## src/rtl/riscv_multicycle_control.sv

```systemverilog
// ============================================================================
// Module   : riscv_multicycle_control
// Brief    : Control FSM for a multicycle RV32 datapath (R/I ALU, lw, sw, beq, jal)
// Revision : 1.0 - initial release
// ============================================================================
`default_nettype none

module riscv_multicycle_control #(
    parameter int COUNT_WIDTH = 32
) (
    input  logic                   clock,
    input  logic                   reset,
    input  logic [6:0]             opcode,
    input  logic [2:0]             funct3,
    input  logic                   funct7b5,
    input  logic                   zero,
    input  logic                   mem_ready,
    output logic [3:0]             alu_ctl,
    output logic [1:0]             alu_src_a,
    output logic [1:0]             alu_src_b,
    output logic                   iord,
    output logic                   mem_read,
    output logic                   mem_write,
    output logic                   ir_write,
    output logic                   pc_write,
    output logic                   pc_source,
    output logic                   reg_write,
    output logic [1:0]             mem_to_reg,
    output logic                   illegal,
    output logic                   retire,
    output logic [COUNT_WIDTH-1:0] retired_count,
    output logic [3:0]             state_dbg
);

    localparam logic [3:0] c_ALU_AND = 4'b0000;
    localparam logic [3:0] c_ALU_OR  = 4'b0001;
    localparam logic [3:0] c_ALU_ADD = 4'b0010;
    localparam logic [3:0] c_ALU_SUB = 4'b0110;
    localparam logic [3:0] c_ALU_SLT = 4'b0111;

    localparam logic [6:0] c_OP_LOAD   = 7'b0000011;
    localparam logic [6:0] c_OP_STORE  = 7'b0100011;
    localparam logic [6:0] c_OP_REG    = 7'b0110011;
    localparam logic [6:0] c_OP_IMM    = 7'b0010011;
    localparam logic [6:0] c_OP_BRANCH = 7'b1100011;
    localparam logic [6:0] c_OP_JAL    = 7'b1101111;

    typedef enum logic [3:0] {
        FETCH    = 4'd0,
        DECODE   = 4'd1,
        MEMADR   = 4'd2,
        MEMREAD  = 4'd3,
        MEMWB    = 4'd4,
        MEMWRITE = 4'd5,
        EXEC_R   = 4'd6,
        EXEC_I   = 4'd7,
        ALUWB    = 4'd8,
        BRANCH   = 4'd9,
        JAL      = 4'd10,
        ILLEGAL  = 4'd11
    } state_t;

    state_t                 state_q, state_d;
    logic [COUNT_WIDTH-1:0] count_q;
    logic                   w_funct3_ok;
    logic [3:0]             w_alu_func;

    // Both R-type and I-type ALU ops share the same funct3 subset.
    assign w_funct3_ok = (funct3 == 3'b000) || (funct3 == 3'b010) ||
                         (funct3 == 3'b110) || (funct3 == 3'b111);

    always_comb begin
        w_alu_func = c_ALU_ADD;
        case (funct3)
            3'b010:  w_alu_func = c_ALU_SLT;
            3'b110:  w_alu_func = c_ALU_OR;
            3'b111:  w_alu_func = c_ALU_AND;
            default: w_alu_func = c_ALU_ADD;
        endcase
    end

    always_ff @(posedge clock) begin
        if (reset) begin
            state_q <= FETCH;
            count_q <= '0;
        end else begin
            state_q <= state_d;
            if (retire) begin
                count_q <= count_q + COUNT_WIDTH'(1);
            end
        end
    end

    always_comb begin
        state_d    = state_q;
        alu_ctl    = c_ALU_ADD;
        alu_src_a  = 2'd0;
        alu_src_b  = 2'd0;
        iord       = 1'b0;
        mem_read   = 1'b0;
        mem_write  = 1'b0;
        ir_write   = 1'b0;
        pc_write   = 1'b0;
        pc_source  = 1'b0;
        reg_write  = 1'b0;
        mem_to_reg = 2'd0;
        illegal    = 1'b0;
        retire     = 1'b0;

        case (state_q)
            FETCH: begin
                mem_read  = 1'b1;
                alu_src_b = 2'd1;
                if (mem_ready) begin
                    ir_write = 1'b1;
                    pc_write = 1'b1;
                    state_d  = DECODE;
                end
            end
            DECODE: begin
                alu_src_a = 2'd2;
                alu_src_b = 2'd2;
                case (opcode)
                    c_OP_LOAD, c_OP_STORE: state_d = MEMADR;
                    c_OP_REG:    state_d = w_funct3_ok ? EXEC_R : ILLEGAL;
                    c_OP_IMM:    state_d = w_funct3_ok ? EXEC_I : ILLEGAL;
                    c_OP_BRANCH: state_d = (funct3 == 3'b000) ? BRANCH : ILLEGAL;
                    c_OP_JAL:    state_d = JAL;
                    default:     state_d = ILLEGAL;
                endcase
            end
            MEMADR: begin
                alu_src_a = 2'd1;
                alu_src_b = 2'd2;
                state_d   = (opcode == c_OP_LOAD) ? MEMREAD : MEMWRITE;
            end
            MEMREAD: begin
                mem_read = 1'b1;
                iord     = 1'b1;
                if (mem_ready) begin
                    state_d = MEMWB;
                end
            end
            MEMWB: begin
                reg_write  = 1'b1;
                mem_to_reg = 2'd1;
                retire     = 1'b1;
                state_d    = FETCH;
            end
            MEMWRITE: begin
                mem_write = 1'b1;
                iord      = 1'b1;
                if (mem_ready) begin
                    retire  = 1'b1;
                    state_d = FETCH;
                end
            end
            EXEC_R: begin
                alu_src_a = 2'd1;
                alu_src_b = 2'd0;
                alu_ctl   = (funct3 == 3'b000 && funct7b5) ? c_ALU_SUB : w_alu_func;
                state_d   = ALUWB;
            end
            EXEC_I: begin
                alu_src_a = 2'd1;
                alu_src_b = 2'd2;
                alu_ctl   = w_alu_func;
                state_d   = ALUWB;
            end
            ALUWB: begin
                reg_write = 1'b1;
                retire    = 1'b1;
                state_d   = FETCH;
            end
            BRANCH: begin
                alu_src_a = 2'd1;
                alu_src_b = 2'd0;
                alu_ctl   = c_ALU_SUB;
                pc_source = 1'b1;
                pc_write  = zero;
                retire    = 1'b1;
                state_d   = FETCH;
            end
            JAL: begin
                pc_source  = 1'b1;
                pc_write   = 1'b1;
                reg_write  = 1'b1;
                mem_to_reg = 2'd2;
                retire     = 1'b1;
                state_d    = FETCH;
            end
            ILLEGAL: begin
                illegal = 1'b1;
            end
            default: begin
                state_d = FETCH;
            end
        endcase

        // Reset blocks every side effect, even mid memory access.
        if (reset) begin
            mem_read  = 1'b0;
            mem_write = 1'b0;
            ir_write  = 1'b0;
            pc_write  = 1'b0;
            reg_write = 1'b0;
            retire    = 1'b0;
        end
    end

    assign retired_count = count_q;
    assign state_dbg     = state_q;

endmodule

`default_nettype wire

```

## config.mk

```make
export PLATFORM = sky130hd
export DESIGN_NAME = riscv_multicycle_control
export DESIGN_NICKNAME = d
export VERILOG_FILES = /design/src/rtl/riscv_multicycle_control.sv
export SDC_FILE = /design/constraint.sdc
export NUM_CORES = 1
export LEC_CHECK = 0
export CAP_MARGIN = 25
export CORE_ASPECT_RATIO = 1.2
export CORE_UTILIZATION = 37
export DETAILED_ROUTE_END_ITERATION = 7
export GPL_TIMING_DRIVEN = 0
export MAX_ROUTING_LAYER = met4
export PLACE_DENSITY = 0.62
export REMOVE_ABC_BUFFERS = 1
export SLEW_MARGIN = 20
export SYNTH_ARGS = -nofsm -noshare
export SYNTH_HDL_FRONTEND = slang
export SYNTH_SLANG_ARGS = --single-unit
```

## constraint.sdc

```tcl
create_clock -name clock -period 3 [get_ports clock]
set_clock_uncertainty 0.1 [all_clocks]
set_input_delay 0.9 -clock clock [delete_from_list [all_inputs] [get_ports clock]]
set_output_delay 0.9 -clock clock [all_outputs]
set_load 0.1 [all_outputs]
```

==> reports/summary.txt, run 1 <==
======================================================================================================
Run status                                                                                   completed
Setup Viol. Count Final                                                                              0
Via count of the first global-routing pass                                                        2113
Die span in y                                                                             89.00 microns
Final core utilization                                                                          53.14%
Cell variety after synth                                                                            45
Peak supply drop                                                                             0.5040 mV
Cell Chain, Critical Path                                                                 clkdlybuf4s50_1 -> nand4_1 -> buf_2
Area after detailed placement                                                               3044 sq um
Crit Path Class                                                                                 in2out
Post-route cell area                                                                        3216 sq um
Worst Hold Class                                                                               reg2reg
Kind of cell adding the most delay to the critical path                                   buffers and inverters
Initial Util                                                                                    38.56%
Drt total wl                                                                              6153 microns
Multi-input combinational cell area                                                         1539 sq um
Post-DR vias/cell                                                                                5.506
Total core area                                                                             6051 sq um
Final number of max-transition violations                                                            0
Setup slack after layout                                                                      45.26 ps
Average cell area after synthesis                                                          7.910 sq um
Clock transition at the register clock pins on the worst setup and hold paths after CTS          70 ps
MaxCap Viol Count                                                                                    0
DP HPWL                                                                                   4015 microns
Fraction of layout cells with a size suffix above 1                                             18.49%
Routed length per placed instance                                                         14.02 microns
Ant. Diodes                                                                                          0
Final Wtd Congestion                                                                            0.7681
Accumulated negative setup slack                                                                  0 ps
Clock network latency to the later pin of the worst-skew pair                                   290 ps
Routed Antenna Nets                                                                                  0
Pwr per Cell Area                                                                         499.4 nW/um^2
Most area-consuming cells after synthesis                                                 sky130_fd_sc_hd__dfxtp_1 (31%), sky130_fd_sc_hd__mux2_2 (9.7%), sky130_fd_sc_hd__nor2b_1 (6.2%), sky130_fd_sc_hd__nor2_1 (4.8%), sky130_fd_sc_hd__a21oi_1 (3.4%)
Die area                                                                                    6630 sq um
Min Tclk post-route                                                                            2955 ps
Pre-Repair DR Iteration Count                                                                        4
Transition time of the tightest slew-check pin                                                987.9 ps
Slowest stage cell on the critical path                                                   sky130_fd_sc_hd__clkdlybuf4s50_1
Crit start category                                                                          input pin
Highest Clock Rate                                                                          0.3384 GHz
Count of warnings emitted by yosys                                                                   0
Fin nets                                                                                           372
Arrival time of data at the critical path endpoint                                             1950 ps
Die Span X                                                                                74.50 microns
Data required time at the worst endpoint                                                       2000 ps
Clock tree root buffer cell                                                               sky130_fd_sc_hd__clkbuf_8
Gate Count Post-Synth                                                                              295
Detailed router's first-iteration violation count                                                  119
Slew margin rel.                                                                                33.94%
Synth Register Bits                                                                                 36
Number of fill cells in the layout                                                                 629
Setup slack at placement                                                                      -1421 ps
IO buf count                                                                                        68
CTS tree                                                                                          done
Highest net fanout along the worst path                                                              5
Maximum number of pins on one net before global-route repair                                        38
Antenna violations before repair                                                                     0
Most frequently used flop master after synthesis                                          sky130_fd_sc_hd__dfxtp_1
Largest stage delay on the critical path                                                        490 ps
Clock sink count                                                                                    36
Layout Area Growth over Synthesis                                                               37.80%
Cell type with the largest total area after synthesis                                     sky130_fd_sc_hd__dfxtp_1
Count of flip-flops with a built-in enable after synthesis                                           0
Total CTS buffers                                                                                    5
Std-Cell Rows                                                                                       31
Post-synthesis cell area                                                                    2333 sq um
Leakage power                                                                              0.001272 uW
Number of buffers on the longest clock path                                                          2
Top-level port count                                                                                70
Endpoint type of the worst setup path                                                      output port
Worst path buffer plus inverter count                                                                2
Post-synth top area share                                                                       30.88%
Count of vias placed by the detailed router                                                       2417
Final Cycle Share                                                                               98.49%
Flip-flop and latch area                                                                   725.7 sq um
Total Routing Usage GR                                                                          19.86%
Clock H-tree levels                                                                                  2
Number of design rule violations left after detail routing                                           0
Wire length of the first global-routing pass                                              10060 microns
Share of flip-flops with an asynchronous set or reset                                               0%
Remaining global-route overflow                                                                      0
Final hold violations                                                                                0
Sequential share of the synthesized area                                                        30.88%
======================================================================================================
==> stage by stage <==
stage | hold WS [ps] | std cells | power [uW]
detailed placement | 393.7 | 425 | 1231
CTS | 404.4 | 435 | 1605
global route | 431.6 | 439 | 1682
finish | 399.3 | 439 | 1606
global placement | 379.9 | 424 | 1230
floorplan | 835.6 | 274 | 1056
==> layer usage <==
| metal | global-route usage, % | vias to the layer above | part of all wire [%] |
|---|---|---|---|
| met1 | 26.22 | 1138 | 47 |
| met4 | 4.117 | 0 | 1.3 |
| li1 | - | 1213 | - |
| met3 | 3.720 | 8 | 3.4 |
| met5 | - | - | 0 |
| met2 | 31.53 | 58 | 48 |
==> state kept, by name (all words and copies together), names as in the netlist <==
signal	flops
retired_count	32
state_dbg	4
==> worst paths after layout <==
kind	startpoint	end	slack (ps)	cells past startpoint
max	funct3[1]	alu_ctl[1]	50	3
min	retired_count[12]	retired_count[12]	400	2
max reg2reg	state_dbg[1]	retired_count[24]	770	5
min reg2reg	retired_count[12]	retired_count[12]	400	2
==> cells by family (layout without fill, tap and decap cells) <==
kind of cell | after synthesis | after routing | share of synthesized area (%)
XOR/XNOR | 3 | 3 | 1.126
other | 1 | 1 | 0.1607
multiplexers | 22 | 22 | 10.51
AO/OA/AOI/OAI | 44 | 46 | 12.28
flip-flops | 36 | 36 | 30.88
AND/OR/NAND/NOR | 161 | 161 | 39.46
adder cells (fa/ha/maj) | 1 | 1 | 0.5361
buffers and inverters | 27 | 87 | 5.040
==> worst min-delay path, stage by stage (launching register included) <==
cell and delay, ps:
sky130_fd_sc_hd__dfxtp_1 330, sky130_fd_sc_hd__o31ai_1 70, sky130_fd_sc_hd__a21oi_1 60
==> cell usage in the layout (no fill, tap or decap), types with 8 or more instances in the layout <==
cell type                         count
sky130_fd_sc_hd__and3_1              11
sky130_fd_sc_hd__mux2_2              20
sky130_fd_sc_hd__nor4_1              11
sky130_fd_sc_hd__nor3_1              10
sky130_fd_sc_hd__dfxtp_1             32
sky130_fd_sc_hd__nor2_1              28
sky130_fd_sc_hd__a21oi_1             16
sky130_fd_sc_hd__nor2b_1             23
sky130_fd_sc_hd__nand3_1             15
sky130_fd_sc_hd__nand2_1             15
sky130_fd_sc_hd__o31ai_1              8
sky130_fd_sc_hd__clkdlybuf4s50_1     35
sky130_fd_sc_hd__dlymetal6s2s_1       8
==> cells in the mapped netlist (all sizes together) (3+ instances only) <==
library cell and number:
nor4b 4, or4 6, a21oi 16, nor3b 3, o22ai 3, inv 6, nor2 30, and4 5
nor4 11, nand2 15, and3 11, o31ai 8, or3 6, nand2b 3, nor3 11, buf 10
o21ai 6, nand3 15, nand4 7, mux2 20, dfxtp 36, clkbuf 11, a211oi 4, nor2b 23
==> where the power goes <==
group | switching [uW] | internal [uW] | total (uW)
Clock | 176 | 187 | 363
Combinational | 529 | 167 | 696
Sequential | 53.5 | 494 | 547
Total | 759 | 847 | 1610
==> final cells by class <==
cell class	count	area share (%)
clock inverter	1	0.2335
tap	82	3.191
inverter	6	0.7004
sequential	36	22.57
timing repair buffer	73	22.76
clock buffer	7	2.685
multi-input combinational	234	47.86
==> repair_timing <==
item,CTS,global route
pin swaps,4,1
resized for setup,108,21
gates cloned,1,1
hold buffers,0,0
endpoints found under the setup margin,22,17
buffers inserted,1,3
(Power assumes the default switching activity.)
==> run 2: changes to the inputs <==
--- a/config.mk
+++ b/config.mk
@@ -5,6 +5,7 @@
 export SDC_FILE = /design/constraint.sdc
 export NUM_CORES = 1
 export LEC_CHECK = 0
+export ABC_CLOCK_PERIOD_IN_PS = 3000
 export CAP_MARGIN = 25
 export CORE_ASPECT_RATIO = 1.2
 export CORE_UTILIZATION = 37
@@ -13,6 +14,7 @@
 export MAX_ROUTING_LAYER = met4
 export PLACE_DENSITY = 0.62
 export REMOVE_ABC_BUFFERS = 1
+export SETUP_SLACK_MARGIN = 0.4
 export SLEW_MARGIN = 20
 export SYNTH_ARGS = -nofsm -noshare
 export SYNTH_HDL_FRONTEND = slang
==> run 2 against run 1 <==
Net effect:
- sequential power shrank 3%
- flip-flop and latch count is the same
- die area unchanged
- via count is 5.8% higher
- sequential share of layout area is 1.6 points lower
- register-to-register slack improved by 40 ps
- combinational power up 24%
- cell count increased by 5.7%
- count of clock-buffer cells in the layout unchanged
- hold slack got worse by 4.1 ps
- utilization is 4.9 points higher
- largest cell class unchanged
==> reports/summary.txt, run 2 (synthesis results as in run 1) <==
======================================================================================================
Run status                                                                                   completed   unchanged
Final Cycle Share                                                                               91.25%   was 98.49%
Via count of the first global-routing pass                                                        2197   was 2113
Count of vias placed by the detailed router                                                       2558   was 2417
Data required time at the worst endpoint                                                       2000 ps   about the same
Initial Util                                                                                    38.56%   unchanged
Min-Delay Startpoint                                                                      retired_count[12]   unchanged
Destination of the worst hold path                                                        retired_count[12]   unchanged
Wire length of the first global-routing pass                                              10490 microns   was 10060 microns
Top routing layer in use                                                                          met4   unchanged
Cell Chain, Critical Path                                                                 buf_12 -> nor2b_4 -> o32a_4 -> nor2_4 -> buf_12   was clkdlybuf4s50_1 -> nand4_1 -> buf_2
Setup slack at placement                                                                      -1421 ps   unchanged
Most used cell, CP                                                                        sky130_fd_sc_hd__buf_12
Pre-Repair DR Iteration Count                                                                        5   was 4
Antenna violations before repair                                                                     0   unchanged
Min Tclk post-route                                                                            2737 ps   was 2955 ps
Peak supply drop                                                                             0.5391 mV   was 0.5040 mV
Setup repair after global routing missed its margin                                                yes
Die Span X                                                                                74.50 microns   unchanged
Layout Area Growth over Synthesis                                                               50.56%   was 37.80%
Detailed router's first-iteration violation count                                                  112   was 119
Number of buffers on the longest clock path                                                          2   unchanged
Count of hold buffers inserted by post-cts repair                                                    0   unchanged
Setup Viol. Count Final                                                                              0   unchanged
Clock tree root buffer cell                                                               sky130_fd_sc_hd__clkbuf_8   unchanged
Sum of met2 wire segment lengths after detailed routing                                   3402 microns   was 2953 microns
Number of design rule violations left after detail routing                                           0   unchanged
M1 wire length                                                                            3036 microns   was 2906 microns
Fraction of layout cells with a size suffix above 1                                             33.51%   was 18.49%
Std-Cell Rows                                                                                       31   unchanged
Crit start category                                                                          input pin   unchanged
Routed wl met3                                                                             266 microns   was 211 microns
Final instance count without filler cells                                                          464   was 439
Pwr per Cell Area                                                                         499.0 nW/um^2   was 499.4 nW/um^2
Total core area                                                                             6051 sq um   unchanged
Clock sink count                                                                                    36   unchanged
Post-DR vias/cell                                                                                5.513   was 5.506
Die span in y                                                                             89.00 microns   unchanged
Worst Hold Class                                                                               reg2reg   unchanged
Endpoint type of the worst setup path                                                      output port   unchanged
Number of flip-flops under the largest register name                                                32   unchanged
Slowest stage cell on the critical path                                                   sky130_fd_sc_hd__o32a_4   was sky130_fd_sc_hd__clkdlybuf4s50_1
Crit Path Class                                                                                 in2out   unchanged
Terminus of the critical flop-to-flop path                                                retired_count[15]   was retired_count[24]
Routed Antenna Nets                                                                                  0   unchanged
Beginning of the worst register-to-register path                                          state_dbg[0]   was state_dbg[1]
CTS tree                                                                                          done   unchanged
Total Power                                                                                    1753 uW   was 1606 uW
Clock H-tree levels                                                                                  2   unchanged
Largest stage delay on the critical path                                                        390 ps   was 490 ps
Final number of max-transition violations                                                            0   unchanged
Routed length per placed instance                                                         14.69 microns   was 14.02 microns
Area after detailed placement                                                               3044 sq um   unchanged
Total Routing Usage GR                                                                          20.81%   was 19.86%
Top-level port count                                                                                70   unchanged
Kind of cell adding the most delay to the critical path                                   compound AO/OA/AOI/OAI gates   was buffers and inverters
Highest Clock Rate                                                                          0.3653 GHz   was 0.3384 GHz
Commonest non-fill, non-tap cells in the layout                                           sky130_fd_sc_hd__buf_4 (32), sky130_fd_sc_hd__dfxtp_1 (32), sky130_fd_sc_hd__nor2_1 (28)   was sky130_fd_sc_hd__clkdlybuf4s50_1 (35), sky130_fd_sc_hd__dfxtp_1 (32), sky130_fd_sc_hd__nor2_1 (28)
Post-Place Cells                                                                                   425   unchanged
Leakage power                                                                              0.001390 uW   was 0.001272 uW
Remaining global-route overflow                                                                      0   unchanged
Arrival time of data at the critical path endpoint                                             1740 ps   was 1950 ps
Clock transition at the register clock pins on the worst setup and hold paths after CTS          70 ps   about the same
Highest net fanout along the worst path                                                              6   was 5
Total CTS buffers                                                                                    5   unchanged
Post-route worst hold slack                                                                   395.2 ps   was 399.3 ps
Final Wtd Congestion                                                                            0.7681   unchanged
Flop2flop setup slack                                                                           810 ps   was 770 ps
Worst path buffer plus inverter count                                                                2   unchanged
MaxCap Viol Count                                                                                    0   unchanged
Ant. Diodes                                                                                          0   unchanged
Clock network latency to the later pin of the worst-skew pair                                   290 ps   about the same
DP HPWL                                                                                   4015 microns   unchanged
Number of cells on the worst hold path                                                               2   unchanged
IO buf count                                                                                        68   unchanged
Path depth of the worst reg2reg path                                                                 6   was 5
Setup slack after layout                                                                      262.6 ps   was 45.26 ps
Die area                                                                                    6630 sq um   unchanged
Post-route cell area                                                                        3513 sq um   was 3216 sq um
Final hold violations                                                                                0   unchanged
Transition time of the tightest slew-check pin                                                961.6 ps   was 987.9 ps
Slew margin rel.                                                                                36.15%   was 33.94%
Maximum number of pins on one net before global-route repair                                        38   unchanged
Drt total wl                                                                              6816 microns   was 6153 microns
Fin nets                                                                                           397   was 372
======================================================================================================
==> run 2: per-stage QoR <==
step | setup TNS (ps) | utilization (%)
3_3_place_gp | -47990 | 49.94
5_1_grt | 0 | 58.06
6_report | 0 | 58.06
2_1_floorplan | -25600 | -
4_1_cts | 0 | 54.74
3_5_place_dp | -11840 | 50.31
==> run 2: cell type report <==
class / count / area [sq um]
well taps: 82 / 102.6
clock buffers: 7 / 86.33
clock inverters: 1 / 7.507
inverters: 6 / 26.28
repair buffers: 98 / 937.1
fillers: 596 / 2537
multi-input cells: 234 / 1618
flip-flops and latches: 36 / 735.7
==> run 2: worst max-delay path by stage <==
stage	start	to	slack [ps]	depth (start not counted)
2_1_floorplan	state_dbg[1]	mem_read	-2590	2
3_3_place_gp	reset	pc_write	-2360	4
3_5_place_dp	mem_ready	retire	-1420	5
4_1_cts	mem_ready	retire	140	5
5_1_grt	mem_ready	retire	230	5
6_report	mem_ready	retire	260	5
==> run 2: worst register-to-register path, cell delays in order, from the launching register on <==
cell and delay [ps]:
sky130_fd_sc_hd__dfxtp_4 380, sky130_fd_sc_hd__buf_4 170, sky130_fd_sc_hd__nor2b_4 130, sky130_fd_sc_hd__buf_4 130, sky130_fd_sc_hd__o32a_2 520, sky130_fd_sc_hd__nor3_1 290
sky130_fd_sc_hd__mux2_2 370
==> run 2: timing repair <==
item | in CTS | in global routing
endpoints found under the setup margin | 79 | 33
pin swaps | 5 | 7
gates cloned | 2 | 2
resized for setup | 232 | 51
buffers inserted | 11 | 16
==> run 2: report_power, final <==
part	leakage (uW)	internal, uW	switching, uW	total (uW)
Sequential	0.000293	495	35.2	531
Clock	0.0000445	187	176	362
Combinational	0.00105	270	591	860
==> run 2: per-layer routing <==
metal / vias to the layer above / track usage (%)
met2: 69 / 33.99
met5: - / -
li1: 1271 / -
met4: 0 / 4.631
met3: 9 / 3.833
met1: 1209 / 26.56
